[config.mk]
export PLATFORM = sky130hd
export DESIGN_NAME = bp_cce_mem_cmd_serializer
export DESIGN_NICKNAME = d
export VERILOG_FILES = /design/src/rtl/bp_cce_mem_cmd_serializer.sv
export SDC_FILE = /design/constraint.sdc
export NUM_CORES = 1
export LEC_CHECK = 0
export BUFFER_PORTS_ARGS = -buffer_cell sky130_fd_sc_hd__buf_2
export CORE_MARGIN = 2
export CORE_UTILIZATION = 35
export DETAILED_ROUTE_END_ITERATION = 8
export PLACE_DENSITY = 0.68
export SLEW_MARGIN = 20
export SYNTH_ARGS = -nofsm -noshare
export SYNTH_HDL_FRONTEND = slang
export SYNTH_SLANG_ARGS = --single-unit
[constraint.sdc]
create_clock -name clk_i -period 35.4 [get_ports clk_i]
set_input_delay 3.54 -clock clk_i [delete_from_list [all_inputs] [get_ports clk_i]]
set_output_delay 3.54 -clock clk_i [all_outputs]
set_load 0.01 [all_outputs]
[src/rtl/bp_cce_mem_cmd_serializer.sv]
// rtl/bp_cce_mem_cmd_serializer.sv - serializes a CCE memory command (header + block) onto a beat-wide link
//
// Purpose: accepts one memory command (header, block payload, write flag) on a
// ready/valid port. It emits the header as one beat and then, for writes only,
// the payload as beats_lp beats, LSB beat first. The link side uses valid/yumi
// flow control.
//
// Ports:
//   clk_i            - clock, all state updates on the rising edge
//   reset_n_i        - synchronous active-low reset
//   mem_cmd_header_i - command header (hdr_width_p)
//   mem_cmd_data_i   - command block payload (block_width_p)
//   mem_cmd_wr_i     - command carries payload
//   mem_cmd_v_i      - command valid
//   mem_cmd_ready_o  - block can accept a command (depends on state only)
//   link_data_o      - outgoing beat (beat_width_p)
//   link_last_o      - final beat of the current message
//   link_v_o         - beat valid
//   link_yumi_i      - consumer takes the current beat
module bp_cce_mem_cmd_serializer #(
  parameter int hdr_width_p   = 64,
  parameter int block_width_p = 512,
  parameter int beat_width_p  = 64
) (
  input  logic                     clk_i,
  input  logic                     reset_n_i,
  input  logic [hdr_width_p-1:0]   mem_cmd_header_i,
  input  logic [block_width_p-1:0] mem_cmd_data_i,
  input  logic                     mem_cmd_wr_i,
  input  logic                     mem_cmd_v_i,
  output logic                     mem_cmd_ready_o,
  output logic [beat_width_p-1:0]  link_data_o,
  output logic                     link_last_o,
  output logic                     link_v_o,
  input  logic                     link_yumi_i
);

  localparam int beats_lp     = block_width_p / beat_width_p;
  localparam int cnt_width_lp = (beats_lp > 1) ? $clog2(beats_lp) : 1;
  localparam logic [cnt_width_lp-1:0] last_cnt_lp = cnt_width_lp'(beats_lp - 1);

  typedef enum logic [1:0] {
    e_ready = 2'd0,
    e_hdr   = 2'd1,
    e_data  = 2'd2
  } state_e;

  state_e                    r_state, w_state_n;
  logic [cnt_width_lp-1:0]   r_cnt, w_cnt_n;
  logic [hdr_width_p-1:0]    r_hdr;
  logic [block_width_p-1:0]  r_data;
  logic                      r_wr;

  logic                      w_ready;
  logic                      w_v;
  logic                      w_last;
  logic [beat_width_p-1:0]   w_beat;
  logic [beat_width_p-1:0]   w_hdr_ext;
  logic [beat_width_p-1:0]   w_data_beat;
  logic                      w_cnt_last;
  logic                      w_accept;

  assign w_cnt_last  = (r_cnt == last_cnt_lp);
  assign w_data_beat = r_data[int'(r_cnt)*beat_width_p +: beat_width_p];

  always_comb begin
    w_hdr_ext                  = '0;
    w_hdr_ext[hdr_width_p-1:0] = r_hdr;
  end

  // The state register is only meaningful after reset has been sampled, so the
  // handshake outputs are held low for as long as reset is asserted.
  assign mem_cmd_ready_o = w_ready & reset_n_i;
  assign link_v_o        = w_v & reset_n_i;
  assign link_last_o     = w_last & reset_n_i;
  assign link_data_o     = w_beat;

  assign w_accept = mem_cmd_ready_o & mem_cmd_v_i;

  always_ff @(posedge clk_i) begin
    if (!reset_n_i) begin
      r_state <= e_ready;
      r_cnt   <= '0;
    end else begin
      r_state <= w_state_n;
      r_cnt   <= w_cnt_n;
    end
  end

  // Command copy is captured only on acceptance and then held until the
  // message has fully drained; it needs no reset.
  always_ff @(posedge clk_i) begin
    if (w_accept) begin
      r_hdr  <= mem_cmd_header_i;
      r_data <= mem_cmd_data_i;
      r_wr   <= mem_cmd_wr_i;
    end
  end

  always_comb begin
    w_state_n = r_state;
    w_cnt_n   = r_cnt;
    w_ready   = 1'b0;
    w_v       = 1'b0;
    w_last    = 1'b0;
    w_beat    = '0;
    case (r_state)
      e_ready: begin
        w_ready = 1'b1;
        if (mem_cmd_v_i) begin
          w_state_n = e_hdr;
        end
      end
      e_hdr: begin
        w_v    = 1'b1;
        w_beat = w_hdr_ext;
        w_last = ~r_wr;
        if (link_yumi_i) begin
          if (r_wr) begin
            w_state_n = e_data;
            w_cnt_n   = '0;
          end else begin
            w_state_n = e_ready;
          end
        end
      end
      e_data: begin
        w_v    = 1'b1;
        w_beat = w_data_beat;
        w_last = w_cnt_last;
        if (link_yumi_i) begin
          if (w_cnt_last) begin
            w_cnt_n   = '0;
            w_state_n = e_ready;
          end else begin
            w_cnt_n = r_cnt + 1'b1;
          end
        end
      end
      default: begin
        w_state_n = e_ready;
        w_cnt_n   = '0;
      end
    endcase
  end

endmodule

### Yosys cells after proc, flatten, opt, wreduce, memory -nomap -nowiden

Cells that the tools add are included.

| operators by class | value |
|---|---|
| shift operators | 1 |
| reductions and logical operators | 4 |
| eq/ne operators | 8 |
| muxes and demuxes | 15 |
| bitwise operators | 6 |
| add/subtract/negate cells | 1 |

Operators with widths:

| kind | number |
|---|---|
| $shiftx A512 B10 Y64 | 1 |
| $pmux W64 S2 | 1 |
| $mux W3 | 4 |
| $mux W2 | 5 |
| $ne A2 B2 Y1 const B | 5 |
| $pmux W3 S3 | 1 |
| $reduce_and A4 Y1 | 2 |
| $pmux W2 S3 | 1 |
| $and A1 B1 Y1 | 4 |
| $add A3 B1 Y3 const B | 1 |
| $eq A3 B3 Y1 const B | 1 |
| $eq A2 B1 Y1 const B | 1 |
| $eq A2 B2 Y1 const B | 1 |
| $logic_not A2 Y1 | 1 |
| $mux W1 | 2 |
| $not A1 Y1 | 2 |
| $pmux W1 S2 | 1 |
| $reduce_or A2 Y1 | 1 |

| word-level totals | value |
|---|---|
| input bits | 581 |
| output and inout port bits | 67 |
| register bits | 582 |
| word-level logic and storage cells | 40 |

### Logic depth before layout (Yosys ltp)

Gate-level depths: netlist of the first run.

| depth | value |
|---|---|
| word-level depth | 4 |
| depth in mapped cells | 8 |
| mapped depth without buffers | 6 |

### Worst setup path before layout of the first run

Ideal clock, no wire load.

| path | value |
|---|---|
| path type | in2reg |
| start point | in mem_cmd_v_i |
| end point | reg r_data[0], enable pin |
| data arrival time | 16.654 ns |
| setup slack | 17.724 ns |
| library setup time | 1.022 ns |
| data required time | 34.378 ns |
| cell stages on the path | 1 |
| path buffers | 0 |
| path through | and3_1 |

| on the way | value |
|---|---|
| word-level cells in the longest chain between the ends | 1 |

Ends and longest elaborated chain:

| element | line | RTL |
|---|---|---|
| from (decl) | 30 | `input logic mem_cmd_v_i,` |
| $and A1 B1 Y1 | 78 | `assign w_accept = mem_cmd_ready_o & mem_cmd_v_i;` |
| to (signal assigned) | 95 | `r_data <= mem_cmd_data_i;` |
| to (decl) | 51 | `logic [block_width_p-1:0] r_data;` |

No other way between the ends.
A chain may end at the register's enable or synchronous reset.

### Final worst setup path of the first run

| path | value |
|---|---|
| start point | in reset_n_i |
| end point | out link_last_o |

| on the way | value |
|---|---|
| word-level cells in the longest chain between the ends | 1 |

Ends and longest elaborated chain:

| element | line | RTL |
|---|---|---|
| from (decl) | 26 | `input logic reset_n_i,` |
| $and A1 B1 Y1 | 75 | `assign link_last_o = w_last & reset_n_i;` |
| to (decl) | 33 | `output logic link_last_o,` |

No other way between the ends.

==> results of run 1 <==
-- cells in the mapped netlist, types with 3 or more instances --
| cell | n |
|---|---|
| dfxtp_1 | 5 |
| a21boi_1 | 23 |
| buf_6 | 11 |
| mux4_2 | 64 |
| mux2i_1 | 128 |
| edfxtp_1 | 577 |
| inv_1 | 3 |
| a21boi_0 | 23 |
| nor2b_1 | 4 |
| o21ai_0 | 24 |
| nand2_1 | 105 |
| clkbuf_1 | 39 |
| buf_4 | 5 |
| o211ai_1 | 45 |
| a22oi_1 | 64 |
| a21oi_1 | 25 |
| ha_1 | 6 |
| buf_2 | 7 |
| and2_1 | 3 |
| buf_1 | 5 |
| nand2b_1 | 3 |
-- per-stage QoR --
step	util [%]	total power, W	setup WS, ns	area [µm²]	cells
6_report	44.5	0.00154	27.35	28600	2772
5_1_grt	44.5	0.00160	27.38	28600	2769
4_1_cts	44.4	0.00156	27.47	28500	2748
3_5_place_dp	41.6	0.000970	27.22	26700	2634
3_3_place_gp	41.6	0.000964	27.43	26700	2634
2_1_floorplan	-	0.000932	17.72	22600	1183
-- power breakdown --
part	switching [W]	internal, W	total [W]	leakage (nW)
logic	0.0000772	0.0000507	0.000128	3.70
registers	0.0000126	0.000814	0.000827	5.40
clock network	0.000263	0.000324	0.000587	0.901
-- registers in the layout (all words and copies together), names as in the netlist --
signal	flops
r_hdr	64
r_cnt	3
r_wr	1
r_state	2
r_data	512
-- worst reg2reg max path, cell delays in order, from the launching register on --
cell     delay (ns)
dfxtp_1        0.35
inv_1          0.16
ha_2           0.33
and3_4         0.63
buf_4          0.61
buf_4          0.86
buf_4          0.94
buf_6          0.79
-- final cells by class --
type / instances / area, µm² / area share (%)
clock buffers: 74 / 1580 / 5.52
inverters: 3 / 11.3 / 0.0394
well taps: 855 / 1070 / 3.75
diodes: 24 / 60.1 / 0.210
multi-input cells: 527 / 4770 / 16.7
repair buffers: 667 / 3390 / 11.9
flip-flops and latches: 582 / 17400 / 61.1
clock inverters: 40 / 248 / 0.867
-- routing by layer --
| layer | vias to the layer above | global-route usage (%) |
|---|---|---|
| li1 | 6133 | - |
| met1 | 6833 | 21.7 |
| met2 | 663 | 31.1 |
| met3 | 136 | 4.69 |
| met4 | 18 | 7.76 |
| met5 | - | 0 |
-- path summary, 6_finish.rpt --
| kind | end | cells after the start | startpoint |
|---|---|---|---|
| worst min register to register | r_state[1]$_SDFFE_PN0P_ | 2 | r_state[1]$_SDFFE_PN0P_ |
| worst max register to register | r_data[205]$_DFFE_PP_ | 7 | r_state[0]$_SDFFE_PN0P_ |
| worst min-delay path | r_state[1]$_SDFFE_PN0P_ | 2 | r_state[1]$_SDFFE_PN0P_ |
| worst max-delay path | link_last_o | 4 | reset_n_i |
-- cells by family (layout without fill, tap and decap cells) --
logic type               Yosys count  after routing  share of synthesized area, %
AO/OA/AOI/OAI                    206            206                          6.31
adder cells (fa/ha/maj)            6              6                         0.332
flip-flops                       582            582                          77.2
AND/OR/NAND/NOR                  123            123                          2.22
other                              0             24                             0
multiplexers                     192            192                          12.1
buffers and inverters             74            784                          1.93
==> impl_metrics.py, run 1 <==
metrics = {
    "global_routing": {
        "grt_pass1_vias": 14700,
        "grt_pass1_wl_um": 90200,
        "antenna_found_initial": 32,
        "grt_overflow": 0,
        "grt_usage_pct": 18.2,
        "grt_max_degree": 95,
    },
    "logic_synthesis": {
        "synth_top_cell_by_area": "edfxtp_1",
        "ys_dominant_reg_cell": "edfxtp_1",
        "seq_area_frac_synth_pct": 77.2,
        "ys_seq_elements": 582,
        "yosys-top-cells-area": "edfxtp_1 77%, mux4_2 6.4%, mux2i_1 5.7%",
        "synth_top_cell_area_share_pct": 76.7,
        "syn_avg_cell_area_um2": 19.1,
        "synth_cell_types": 32,
        "synth_area_um2": 22600,
        "yosysWarnings": 0,
        "syn_nets": 1770,
        "async_reset_ff_share_pct": 0,
        "synth_edf_count": 577,
        "syn_inst": 1183,
    },
    "detailed_routing": {
        "drt_wl_total_um": 62900,
        "drt_iter0_drc": 1309,
        "vias": 13800,
        "drcViolationCount": 0,
        "drtPass1Iterations": 6,
        "vias_per_cell": 4.97,
        "wl_met3_um": 5200,
        "drt-met1-wl_um": 23400,
        "top_layer_used": "met5",
        "wire_per_inst_um": 22.7,
        "dr_wl_met2_um": 32100,
        "ant_nets": 0,
    },
    "floorplan": {
        "fp-row-count": 93,
        "die_w_um": 258,
        "die_area_um2": 66600,
        "start_util_pct": 35.2,
        "io_pins": 648,
        "dieHeight_um": 258,
        "coreArea_um2": 64100,
    },
    "clock_tree": {
        "worstSkewPairLatency_ns": 0.60,
        "cts_hold_buf": 0,
        "cts_tree": "built",
        "cts_sinks": 582,
        "cts_root_buf": "clkbuf_16",
        "postCtsSetupRepairBufs": 0,
        "cts_buffer_depth": 3,
        "cts_buffers": 60,
        "clk_pin_slew_ns": 0.06,
        "postCtsResizedCells": 0,
        "htreeDepth": 2,
    },
    "worst_hold_path": {
        "min_path_type": "reg2reg",
    },
    "critical_path": {
        "worst_setup_path_end_kind": "output pin",
        "critPathSlowestCell": "a21boi_0",
        "cp_data_required_time_ns": 31.86,
        "max_stage_delay_ns": 0.47,
        "crit_chain": "buf_2 > and2_1 > a21boi_0 > buf_2",
        "worst_ep_arrival_time_ns": 4.51,
        "cp_max_fo": 4,
        "cp_common_cell": "buf_2",
        "critPathBufInv": 2,
        "ff2ff_setup_slack_ns": 30.31,
        "cp_top_family": "compound AO/OA/AOI/OAI gates",
        "start_kind": "input pin",
        "crit_type": "in2out",
    },
    "power": {
        "p_per_area_nw_per_um2": 54.0,
        "p_leak_nw": 9.99,
        "ir_drop_v": 0.0000444,
    },
    "final_layout": {
        "final_cell_mix": "647 x buf_2, 577 x edfxtp_1, 128 x mux2i_1",
        "fillers": 5627,
        "drive_gt1_share_pct": 43.9,
        "fin_nets": 2428,
        "syn_to_final_growth_pct": 26.4,
        "layout_commonest_cell": "buf_2",
    },
    "placed_design": {
        "place_congestion": 0.871,
        "io_buffers": 647,
        "detailed_place_hpwl_um": 43400,
    },
    "sta": {
        "setup_viol": 0,
        "drv_slew": 0,
        "finalSetupTns_ns": 0,
        "rsz0062_at_grt": "no",
        "max_freq_mhz": 124,
        "clock_skew_ns": 0.0135,
        "hold_viol_final": 0,
        "fin_crit_ns": 8.05,
        "whs_ns": 0.542,
        "relSlewSlack_pct": 28.4,
        "tightestPinTransition_ns": 1.07,
        "post-route-period-util_pct": 22.7,
    },
    "outcome": {
        "status": "finished, final reports clean",
    },
    "flow_run": {
        "maxCapViolations": 0,
    },
}
Power figures use the tool's default switching activity.
==> inputs of run 2 (changes only) <==
clock period = 7.9 ns   (was 35.4 ns; I/O delays follow)
==> run 2 against run 1 <==
Critical path depth rose by 2. Combinational power rose to 4.5 times the previous value. Sequential power rose to 4.5 times the previous value. Register-to-register slack lost 26 ns. Total power rose to 4.6 times the previous value.
==> impl_metrics.py, run 2 (synthesized netlist as in run 1, its figures left out) <==
metrics = {
    "final_layout": {
        "syn_to_final_growth_pct": 27.0,
        "reg_top3": "r_data: 512 flops, r_hdr: 64 flops, r_cnt: 3 flops",
        "largest_register_ff_count": 512,
        "fin_nets": 2430,
        "drive_gt1_share_pct": 43.6,
        "largest_register": "r_data",
        "layout_commonest_cell": "buf_2",
        "final_cell_mix": "647 x buf_2, 577 x edfxtp_1, 128 x mux2i_1",
    },
    "sta": {
        "relSlewSlack_pct": 29.4,
        "rsz0062_at_grt": "no",
        "tightestPinTransition_ns": 1.06,
        "fin_crit_ns": 4.33,
        "clock_skew_ns": 0.0146,
        "final.setup.worst_slack_ns": 3.57,
        "post-route-period-util_pct": 54.8,
        "hold_viol_final": 0,
        "setup_viol": 0,
        "whs_ns": 0.342,
        "finalSetupTns_ns": 0,
        "max_freq_mhz": 231,
        "drv_slew": 0,
    },
    "global_routing": {
        "grt_pass1_wl_um": 92400,
        "grt_overflow": 0,
        "grt_usage_pct": 18.7,
        "grt_max_degree": 179,
        "grt_pass1_vias": 14600,
        "antenna_found_initial": 34,
    },
    "clock_tree": {
        "worstSkewPairLatency_ns": 0.62,
        "cts_buffer_depth": 3,
        "clk_pin_slew_ns": 0.07,
        "cts_tree": "built",
        "cts_hold_buf": 0,
        "postCtsResizedCells": 0,
        "htreeDepth": 2,
        "postCtsSetupRepairBufs": 0,
        "cts_buffers": 60,
        "cts_sinks": 582,
        "cts_root_buf": "clkbuf_16",
    },
    "worst_hold_path": {
        "min_path_type": "in2reg",
    },
    "floorplan": {
        "fp-row-count": 93,
        "die_w_um": 258,
        "coreArea_um2": 64100,
        "start_util_pct": 35.2,
        "io_pins": 648,
        "dieHeight_um": 258,
        "die_area_um2": 66600,
    },
    "detailed_routing": {
        "wire_per_inst_um": 23.2,
        "drt_iter0_drc": 1349,
        "drtPass1Iterations": 6,
        "vias_per_cell": 4.99,
        "drcViolationCount": 0,
        "drt_wl_total_um": 64500,
        "vias": 13800,
        "ant_nets": 0,
    },
    "flow_run": {
        "maxCapViolations": 0,
    },
    "critical_path": {
        "start_kind": "flip-flop",
        "crit_type": "reg2out",
        "cp_max_fo": 78,
        "worst_ep_arrival_time_ns": 3.54,
        "worst_setup_path_end_kind": "output pin",
        "cp_data_required_time_ns": 7.11,
    },
    "power": {
        "p_leak_nw": 10.0,
        "ir_drop_v": 0.000206,
        "p_per_area_nw_per_um2": 245,
        "power_w": 0.00702,
    },
    "placed_design": {
        "detailed_place_hpwl_um": 45400,
        "pre_cts_slack_ns": 4.15,
        "io_buffers": 647,
        "place_congestion": 0.901,
    },
    "outcome": {
        "status": "finished, final reports clean",
    },
}
==> run 2: cell types whose count changed in the layout (fill, tap and decap cells not counted), moves of 2 or more <==
cell and change:
clkinv_2 -10, clkinv_1 +8, diode_2 +5, bufinv_16 +4, clkbuf_1 -4, buf_12 +3
clkinv_4 +3, inv_6 -3, clkinvlp_4 -2
==> run 2: critical path, cell delays in order (launching register included) <==
cell	delay (ns)
dfxtp_4	0.48
buf_12	0.45
buf_4	0.73
mux4_2	0.58
o211ai_1	0.26
a21boi_1	0.10
buf_2	0.15
==> run 2: metal layers <==
| metal | wire length (µm) | part of all wire, % | GRT usage, % |
|---|---|---|---|
| met5 | 103 | 0.16 | 0 |
| met4 | 2310 | 3.6 | 8.41 |
| met3 | 5650 | 8.8 | 4.87 |
| met2 | 32000 | 50 | 31.0 |
| met1 | 24400 | 38 | 23.1 |
==> run 2: final timing paths <==
path / start / end / slack (ns) / depth (start not counted)
hold reg to reg: r_state[0]$_SDFFE_PN0P_ / r_state[0]$_SDFFE_PN0P_ / 0.57 / 2
setup / recovery: r_cnt[0]$_SDFFE_PN0P_ / link_data_o[15] / 3.57 / 6
setup reg to reg: r_state[0]$_SDFFE_PN0P_ / r_data[325]$_DFFE_PP_ / 4.72 / 5
hold / removal: mem_cmd_data_i[385] / r_data[385]$_DFFE_PP_ / 0.34 / 1
==> run 2: per-stage QoR <==
| step | utilization (%) | std cells | instance area (µm²) |
|---|---|---|---|
| 2_1_floorplan | - | 1183 | 22600 |
| 3_3_place_gp | 41.7 | 2636 | 26700 |
| 3_5_place_dp | 41.7 | 2636 | 26700 |
| 4_1_cts | 44.6 | 2745 | 28600 |
| 5_1_grt | 44.7 | 2767 | 28700 |
| 6_report | 44.7 | 2774 | 28700 |
==> run 2: cell type report <==
cell class / instances / area [µm²]
Clock inverter: 39 / 322
Fill cell: 5624 / 35400
Sequential cell: 582 / 17400
Inverter: 3 / 11.3
Clock buffer: 70 / 1560
Multi-Input combinational cell: 527 / 4770
Antenna cell: 29 / 72.6
Timing Repair Buffer: 669 / 3440
Tap cell: 855 / 1070
==> run 2: power by group <==
part	internal (W)	switching, W	total, W	leakage (nW)
Sequential	0.00365	0.0000596	0.00371	5.40
Combinational	0.000228	0.000346	0.000574	3.72
Clock	0.00156	0.00117	0.00274	0.918
==> inputs of run 3 (changes only) <==
clock period = 4.4 ns   (was 7.9 ns; I/O delays follow)
==> run 3 against run 2 <==
The flow now stops in 4_1_cts. Area after synthesis is the same. Synthesized cell count is the same.
==> impl_metrics.py, run 3 <==
metrics = {
    "outcome": {
        "status": "stopped before the end",
        "stop_stage": "4_1_cts",
        "error": "[ERROR RSZ-0060] Max buffer count reached.",
    },
    "clock_tree": {
        "cts_root_buf": "clkbuf_16",
        "postCtsSetupRepairBufs": 0,
        "cts_sinks": 582,
        "postCtsResizedCells": 0,
        "cts_buffer_depth": 3,
        "htreeDepth": 2,
        "cts_buffers": 60,
        "cts_hold_buf": 553,
    },
    "placed_design": {
        "place_congestion": 0.904,
        "detailed_place_hpwl_um": 44600,
        "dp.cells": 2653,
        "io_buffers": 647,
    },
    "logic_synthesis": {
        "synth_fa_ha_area_share_pct": 0.332,
        "muxShareOfSynthArea_pct": 12.1,
        "ys_seq_elements": 582,
        "yosysWarnings": 0,
        "syn_avg_cell_area_um2": 19.1,
        "yosys.area_share.simple_pct": 2.22,
        "synth_edf_count": 577,
        "synth_cell_types": 32,
        "syn_nets": 1770,
        "syn_inst": 1183,
        "synth_commonest_cells": "577 x edfxtp_1, 128 x mux2i_1, 105 x nand2_1, 64 x a22oi_1, 64 x mux4_2",
        "yosysMostFrequentCell": "edfxtp_1",
        "synth_top_cell_area_share_pct": 76.7,
        "synth_compound_area_share_pct": 6.31,
        "synth_top_cell_by_area": "edfxtp_1",
        "synth_xor_area_share_pct": 0,
        "ys_dominant_reg_cell": "edfxtp_1",
        "yosys-top-cells-area": "edfxtp_1 77%, mux4_2 6.4%, mux2i_1 5.7%",
        "seq_area_frac_synth_pct": 77.2,
        "async_reset_ff_share_pct": 0,
        "synth_area_um2": 22600,
        "synth_top_family_by_area": "multiplexers",
    },
    "floorplan": {
        "io_pins": 648,
        "fp-row-count": 93,
        "start_util_pct": 35.2,
        "die_w_um": 258,
        "dieHeight_um": 258,
    },
}
## run 3: cell counts after synthesis
No cell type changed its count.
## run 3: cells by family after synthesis
group | Yosys count
mux | 192
fa+ha+maj | 6
compound gates | 206
flops | 582
buf+inv | 74
simple gates | 123
## run 3: stage by stage
step / worst slack (ns) / area [µm²]
3_5_place_dp: 1.29 / 26900
2_1_floorplan: -0.700 / 22600
3_3_place_gp: 1.36 / 26900
==> inputs of run 4 (changes only) <==
CORE_UTILIZATION = 20   (was 35)
PLACE_DENSITY = default   (was 0.68)
PLACE_DENSITY_LB_ADDON = 0.15   (was default)
==> run 4 against run 3 <==
The flow now finishes without violations.
==> impl_metrics.py, run 4 (synthesized netlist as in run 1, its figures left out) <==
metrics = {
    "clock_tree": {
        "cts_root_buf": "clkbuf_16",
        "cts_sinks": 582,
        "cts_buffer_depth": 3,
        "cts_tree": "built",
        "htreeDepth": 3,
        "postCtsSetupRepairBufs": 0,
        "clk_pin_slew_ns": 0.06,
        "cts_buffers": 74,
        "worstSkewPairLatency_ns": 0.62,
    },
    "critical_path": {
        "cp-endpoint": "link_data_o[40]",
        "crit_type": "reg2out",
        "r2r-end": "r_state[1]$_SDFFE_PN0P_",
        "rr_worst_depth": 7,
        "crit_start": "r_cnt[1]$_SDFFE_PN0P_",
        "worst_setup_path_end_kind": "output pin",
        "cp_data_required_time_ns": 3.96,
        "crit-reg2reg-launch": "r_cnt[1]$_SDFFE_PN0P_",
        "ff2ff_setup_slack_ns": 1.91,
        "start_kind": "flip-flop",
        "cp_max_fo": 34,
        "worst_ep_arrival_time_ns": 3.03,
    },
    "detailed_routing": {
        "drt_wl_total_um": 81600,
        "vias": 15800,
        "wire_per_inst_um": 20.3,
        "drcViolationCount": 0,
        "vias_per_cell": 3.94,
        "ant_nets": 0,
        "drtPass1Iterations": 5,
        "drt_iter0_drc": 737,
    },
    "sta": {
        "drv_slew": 0,
        "hold_viol_final": 0,
        "tightestPinTransition_ns": 0.943,
        "fin_crit_ns": 3.47,
        "relSlewSlack_pct": 37.1,
        "max_freq_mhz": 289,
        "post-route-period-util_pct": 78.8,
        "setup_viol": 0,
        "whs_ns": 0.0696,
        "clock_skew_ns": 0.0187,
        "rsz0062_at_grt": "no",
    },
    "power": {
        "power_w": 0.0142,
        "p_per_area_nw_per_um2": 396,
        "ir_drop_v": 0.000278,
        "p_leak_nw": 12.8,
    },
    "global_routing": {
        "grt_usage_pct": 13.9,
        "grt_pass1_vias": 17900,
        "grt_pass1_wl_um": 117000,
        "grt_overflow": 0,
        "antenna_found_initial": 7,
        "grt_max_degree": 104,
    },
    "outcome": {
        "status": "finished, final reports clean",
    },
    "final_layout": {
        "final_cell_mix": "647 x buf_2, 577 x edfxtp_1, 575 x dlygate4sd3_1",
        "post-route-util_pct": 32.0,
        "instances_no_fill": 4011,
        "largest_register_ff_count": 512,
        "layout_commonest_cell": "buf_2",
        "largest_register": "r_data",
        "syn_to_final_growth_pct": 59.0,
        "drive_gt1_share_pct": 34.5,
        "fin_nets": 3036,
        "reg_top3": "r_data: 512 flops, r_hdr: 64 flops, r_cnt: 3 flops",
    },
    "floorplan": {
        "io_pins": 648,
        "fp-row-count": 123,
        "dieHeight_um": 340,
        "die_area_um2": 116000,
        "die_w_um": 340,
        "coreArea_um2": 112000,
        "start_util_pct": 20.1,
    },
    "placed_design": {
        "dp.cells": 3298,
        "place_congestion": 0.783,
        "detailed_place_hpwl_um": 56100,
        "io_buffers": 647,
    },
    "worst_hold_path": {
        "min_path_type": "in2reg",
        "hold_start": "mem_cmd_data_i[361]",
    },
    "flow_run": {
        "maxCapViolations": 0,
    },
}
-- run 4: per-stage QoR --
step / worst slack, ns / TNS, ns / area, µm²
after floorplan: -0.700 / -403.86 / 22600
after global placement: 1.53 / 0 / 27800
after detailed placement: 1.47 / 0 / 27800
after CTS: 0.777 / 0 / 35900
after global routing: 0.695 / 0 / 35900
final: 0.935 / 0 / 35900
-- run 4: final cells by class --
| type | instances | area (µm²) |
|---|---|---|
| clock buffer | 87 | 1940 |
| multi-input combinational | 527 | 4780 |
| inverter | 3 | 11.3 |
| antenna | 7 | 17.5 |
| sequential | 582 | 17400 |
| tap | 1500 | 1880 |
| timing repair buffer | 1261 | 9410 |
| fill | 11100 | 76300 |
| clock inverter | 44 | 435 |
-- run 4: worst min path at each step --
stage,endpoint,slack (ns),depth (start not counted)
2_1_floorplan,r_state[1]$_SDFFE_PN0P_,0.47,2
3_3_place_gp,r_state[1]$_SDFFE_PN0P_,0.50,2
3_5_place_dp,r_state[1]$_SDFFE_PN0P_,0.52,2
4_1_cts,r_data[361]$_DFFE_PP_,0.01,1
5_1_grt,r_data[361]$_DFFE_PP_,0.02,1
6_report,r_data[361]$_DFFE_PP_,0.07,1
-- run 4: report_power, final --
group,internal [W],leakage [nW],switching [W]
logic,0.000781,6.23,0.000772
clock network,0.00362,1.16,0.00239
registers,0.00655,5.40,0.0000986
-- run 4: repair_timing --
item	CTS	global route
hold buffers	575	0
hold endpoints to repair	575	0
gates resized for setup	0	0
-- run 4: per-layer routing --
metal / share of wire, % / track usage (%) / vias to the layer above
li1: - / - / 7340
met1: 42 / 16.8 / 7800
met2: 51 / 24.4 / 522
met3: 5.3 / 3.03 / 120
met4: 2.5 / 4.45 / 6
met5: 0.033 / 0 / -
-- run 4: worst max-delay path, stage by stage (launching register included) --
cell and delay (ns):
dfxtp_4 0.71, nor2b_4 0.47, buf_4 0.53, a22oi_1 0.14, o211ai_1 0.23, a21boi_1 0.13
buf_2 0.16
